`config.mk`:
```
export PLATFORM = sky130hd
export DESIGN_NAME = regfile
export DESIGN_NICKNAME = d
export VERILOG_FILES = /design/src/rtl/regfile_pkg.sv /design/src/rtl/regfile_bypass.sv /design/src/rtl/regfile.sv
export SDC_FILE = /design/constraint.sdc
export NUM_CORES = 2
export LEC_CHECK = 0
export CAP_MARGIN = 20
export CELL_PAD_IN_SITES_DETAIL_PLACEMENT = 0
export CELL_PAD_IN_SITES_GLOBAL_PLACEMENT = 1
export CORE_ASPECT_RATIO = 0.5
export CORE_MARGIN = 4
export CORE_UTILIZATION = 49
export DETAILED_ROUTE_END_ITERATION = 10
export PLACE_DENSITY_LB_ADDON = 0.1
export REMOVE_ABC_BUFFERS = 1
export SKIP_LAST_GASP = 1
export SYNTH_ARGS = -nofsm -noshare
export SYNTH_HDL_FRONTEND = slang
export SYNTH_SLANG_ARGS = --single-unit
```
`constraint.sdc`:
```
create_clock -name clk -period 4.8 [get_ports clk]
set_input_delay 0.96 -clock clk [delete_from_list [all_inputs] [get_ports clk]]
set_output_delay 0.96 -clock clk [all_outputs]
set_load 0.05 [all_outputs]
```
`src/rtl/regfile_pkg.sv`:
```
// Shared CPU constants and the read-port source selection used by the register file.
// The branch comparator, ALU and decoder import the same widths from here.
package regfile_pkg;

  localparam int CPU_XLEN = 32;
  localparam int CPU_NREG = 32;
  localparam int REG_AW   = 5;

  typedef enum logic [1:0] {
    SEL_STORED = 2'd0,
    SEL_RD     = 2'd1,
    SEL_ZERO   = 2'd2
  } byp_sel_e;

  // x0 and unimplemented registers read zero; a matching in-flight write is forwarded
  // only while out of reset, so reset reads always show the stored contents.
  function automatic byp_sel_e pick_sel(
    input logic              rst_n,
    input logic              wren,
    input logic [REG_AW-1:0] wr_addr,
    input logic [REG_AW-1:0] rd_addr,
    input logic              in_range
  );
    if (rd_addr == '0 || !in_range)
      return SEL_ZERO;
    else if (rst_n && wren && wr_addr == rd_addr)
      return SEL_RD;
    else
      return SEL_STORED;
  endfunction

endpackage

```
`src/rtl/regfile_bypass.sv`:
```
// Per-read-port output mux: stored register value, write-through data, or zero.
module regfile_bypass
  import regfile_pkg::*;
#(
  parameter int XLEN = CPU_XLEN
) (
  input  byp_sel_e          sel,
  input  logic [XLEN-1:0]   stored_data,
  input  logic [XLEN-1:0]   rd_data,
  output logic [XLEN-1:0]   rs_data
);

  always_comb begin
    // NOTE: assign a default before the case so no path leaves rs_data unassigned (no latch).
    rs_data = '0;
    case (sel)
      SEL_STORED: rs_data = stored_data;
      SEL_RD:     rs_data = rd_data;
      default:    rs_data = '0;
    endcase
  end

endmodule

```
`src/rtl/regfile.sv`:
```
// Two-read, one-write integer register file with x0 hardwired to zero and a
// same-cycle write-through path so a reader sees the value being written this cycle.
module regfile
  import regfile_pkg::*;
#(
  parameter int XLEN = CPU_XLEN,
  parameter int NREG = CPU_NREG
) (
  input  logic              clk,
  input  logic              rst_n,
  input  logic              rd_wren,
  input  logic [REG_AW-1:0] rd_addr,
  input  logic [XLEN-1:0]   rd_data,
  input  logic [REG_AW-1:0] rs1_addr,
  input  logic [REG_AW-1:0] rs2_addr,
  output logic [XLEN-1:0]   rs1_data,
  output logic [XLEN-1:0]   rs2_data
);

  localparam logic [REG_AW:0] NREG_LIM = (REG_AW + 1)'(NREG);

  logic [XLEN-1:0] regs [NREG];

  logic     wr_in_range, rs1_in_range, rs2_in_range;
  byp_sel_e rs1_sel, rs2_sel;

  assign wr_in_range  = {1'b0, rd_addr}  < NREG_LIM;
  assign rs1_in_range = {1'b0, rs1_addr} < NREG_LIM;
  assign rs2_in_range = {1'b0, rs2_addr} < NREG_LIM;

  // NOTE: the storage array is cleared on reset because architectural state must read 0
  // afterwards; sequential state uses non-blocking assignments so all flops update together.
  always_ff @(posedge clk) begin
    if (!rst_n) begin
      for (int i = 0; i < NREG; i++) regs[i] <= '0;
    end else if (rd_wren && rd_addr != '0 && wr_in_range) begin
      regs[rd_addr] <= rd_data;
    end
  end

  assign rs1_sel = pick_sel(rst_n, rd_wren, rd_addr, rs1_addr, rs1_in_range);
  assign rs2_sel = pick_sel(rst_n, rd_wren, rd_addr, rs2_addr, rs2_in_range);

  regfile_bypass #(.XLEN(XLEN)) u_rs1_bypass (
    .sel         (rs1_sel),
    .stored_data (regs[rs1_addr]),
    .rd_data     (rd_data),
    .rs_data     (rs1_data)
  );

  regfile_bypass #(.XLEN(XLEN)) u_rs2_bypass (
    .sel         (rs2_sel),
    .stored_data (regs[rs2_addr]),
    .rd_data     (rd_data),
    .rs_data     (rs2_data)
  );

endmodule

```
==> metrics.txt <==
post-synth top area cell=edfxtp_1; Hold WS=1.17 ns; clk sink count=1024; H-tree levels=3; max FFs per register=around 1000; Total GRT Usage=0.325; Max Freq=210 MHz; Final Util=0.570; DP Cell Count=5202; EDFF count, synth=1024; Ports=114; dominant cells by area after synthesis=edfxtp_1 (56%), mux4_2 (20%), and2_1 (11%); initial antenna violation count=18; register area=0.0307 mm2; Most used DFF post-synth=edfxtp_1; Tcrit/Tclk final=0.993; global-route wire length before repair=269000 um; max-cap check violation count=0; CP arrival=3.81 ns; drt initial violations=5196; Leak Pwr=22.0 nW; FILL cells=8638; post-synthesis async set-or-reset flop share=0; register area share after synthesis=0.557; Worst Max-Slew Pin Slew=1.14 ns; crit end category=output pin; RD Place Congestion=0.894; CP startpoint kind=primary input; Slew Limit Fails=0; type of the worst setup path=in -> out; worst hold start=rst_n; routed len/inst=approximately 36 um; Synth-to-Final Area Change=14.5%; Max VDD drop=0.250 mV; vias in the first global route=35400; Die W=483 um; Via density=6.61; pwr/cell area=344 mW/mm2; outcome=complete, no violations; area occupied by multi-input gates=0.0233 mm2; I/O Buffers=about 110; pin count of the biggest net entering global routing=66; post-route total power=21.7 mW; WL final=191000 um; Crit path required time=between 3 and 4 ns; flops & latches, synth=between 1000 and 1500; commonest cells in the synthesized netlist=edfxtp_1 (1024), and2_1 (994), mux4_2 (497), clkbuf_1 (283), a211oi_1 (141); hold buffer count at cts=0; Gate Count Post-Synth=between 3000 and 4000; top-count cell post-synth=edfxtp_1; Final ANT Viol Nets=0; largest registers=regs: 1024 flops; min Tclk post-route=4.77 ns; share of the synthesized area in the top cell type=0.557; Hold Path End=regs[20][10]; Detailed Place HPWL=about 110000 um; Root Buffer Master=clkbuf_16; CTS max path bufs=3; share of layout cells above drive strength 1=0.283; CORE AREA=0.111 mm2; Die Area=roughly 0.12 mm2; Mapped Area=roughly 0.055 mm2; grt ovf=0; final hold violation count=0; synth unique cells=44; Rows=86; Hold Path Class=in -> reg; Layout Cells excl Fill=5381; Die H=245 um; vias after detailed routing=35600; Clk pin slew, worst setup/hold paths=roughly 0.070 ns; Initial DRT Pass Iterations=5; Reg with most FFs=regs; slew margin rel.=0.234; RSZ-0062 raised after global routing=no; cell depth of the worst hold path=3; Synth Warn #=0; DR DRC count=0; Post-Syn Area per Cell=between 15 and 20 um2; final setup violation count=0; nets=3858; starting density of the core=0.498; critical path peak fanout=32; CTS tree=yes; Num CTS Buffers=96
-- final cells by class --
| class | instances | area share |
|---|---|---|
| Antenna cell | 3 | 0.000119 |
| Clock buffer | 122 | 0.0405 |
| Clock inverter | 50 | 0.00708 |
| Inverter | 3 | 0.000178 |
| Multi-Input combinational cell | 2254 | 0.368 |
| Sequential cell | 1024 | 0.486 |
| Tap cell | 1496 | 0.0296 |
| Timing Repair Buffer | 429 | 0.0679 |
-- layout by cell type (no fill, tap or decap), drive strengths merged, types with 2 or more instances in the layout --
cell / count
o22ai: 15
nor2b: 79
clkbuf: 128
o41ai: 2
mux4: 497
clkdlybuf4s50: 39
xnor2: 6
and3: 15
a211o: 32
edfxtp: 1024
clkinv: 37
o22a: 16
nand4: 18
nor3: 2
buf: 384
clkinvlp: 2
conb: 32
nor2: 38
a221o: 15
nand3: 22
a21oi: 27
o21ai: 31
and2: 994
a22oi: 64
or3: 2
bufinv: 8
mux2i: 117
nand2b: 2
a211oi: 141
nor4: 3
diode: 3
xor2: 3
inv: 6
nand2: 73
-- report_power, final --
part / internal, mW / total, mW / switching, mW
Clock: 4.20 / 7.70 / 3.50
Sequential: 10.3 / 10.6 / 0.245
Combinational: 1.44 / 3.45 / 2.01
-- stage by stage --
stage / area, um2 / setup WS [ns] / TNS [ns]
after floorplan: 53400 / -0.644 / -17.38
after global placement: 60000 / -0.237 / -1.24
after detailed placement: 60100 / -0.122 / -0.122
after CTS: 63100 / 0.00907 / 0
after global routing: 63200 / 0.00887 / 0
final: 63200 / 0.0318 / 0
-- worst max path at each step --
stage	endpoint	from	slack, ns	cells after the start
finish	rs1_data[10]	rd_addr[2]	0.03	7
CTS	rs1_data[8]	rd_addr[2]	0.009	7
global placement	rs1_data[21]	rd_addr[2]	-0.24	7
floorplan	rs2_data[0]	rs2_addr[1]	-0.64	4
detailed placement	rs1_data[18]	rd_addr[2]	-0.12	7
global route	rs1_data[10]	rd_addr[2]	0.009	7
-- cells by family (layout without fill, tap and decap cells) --
logic type | count (synthesis) | in the layout | synth area share
simple gates | 1255 | 1255 | 0.137
mux | 614 | 614 | 0.224
buf+inv | 410 | 604 | 0.0344
flops | 1024 | 1024 | 0.557
xor+xnor | 9 | 9 | 0.00156
other cells | 1 | 35 | 0.0000679
compound gates | 344 | 344 | 0.0461
-- timing repair --
| item | 4_1_cts | 5_1_grt |
|---|---|---|
| resized for setup | 1 | 6 |
| endpoints found under the hold margin | 0 | 0 |
| setup endpoints to repair | 1 | 6 |
| setup buffers | 0 | 0 |
-- worst max-delay path: stages --
cell	delay, ns
clkdlybuf4s50_1	0.68
xor2_1	0.54
o41ai_4	0.13
buf_12	0.21
a211oi_1	0.81
a211o_1	0.23
buf_4	0.21
-- metal layers --
layer	GRT usage	share of wire
met4	0.0906	0.028
met1	0.466	0.40
met2	0.470	0.44
met5	0	0.00018
met3	0.116	0.14
Power figures use the tool's default switching activity.
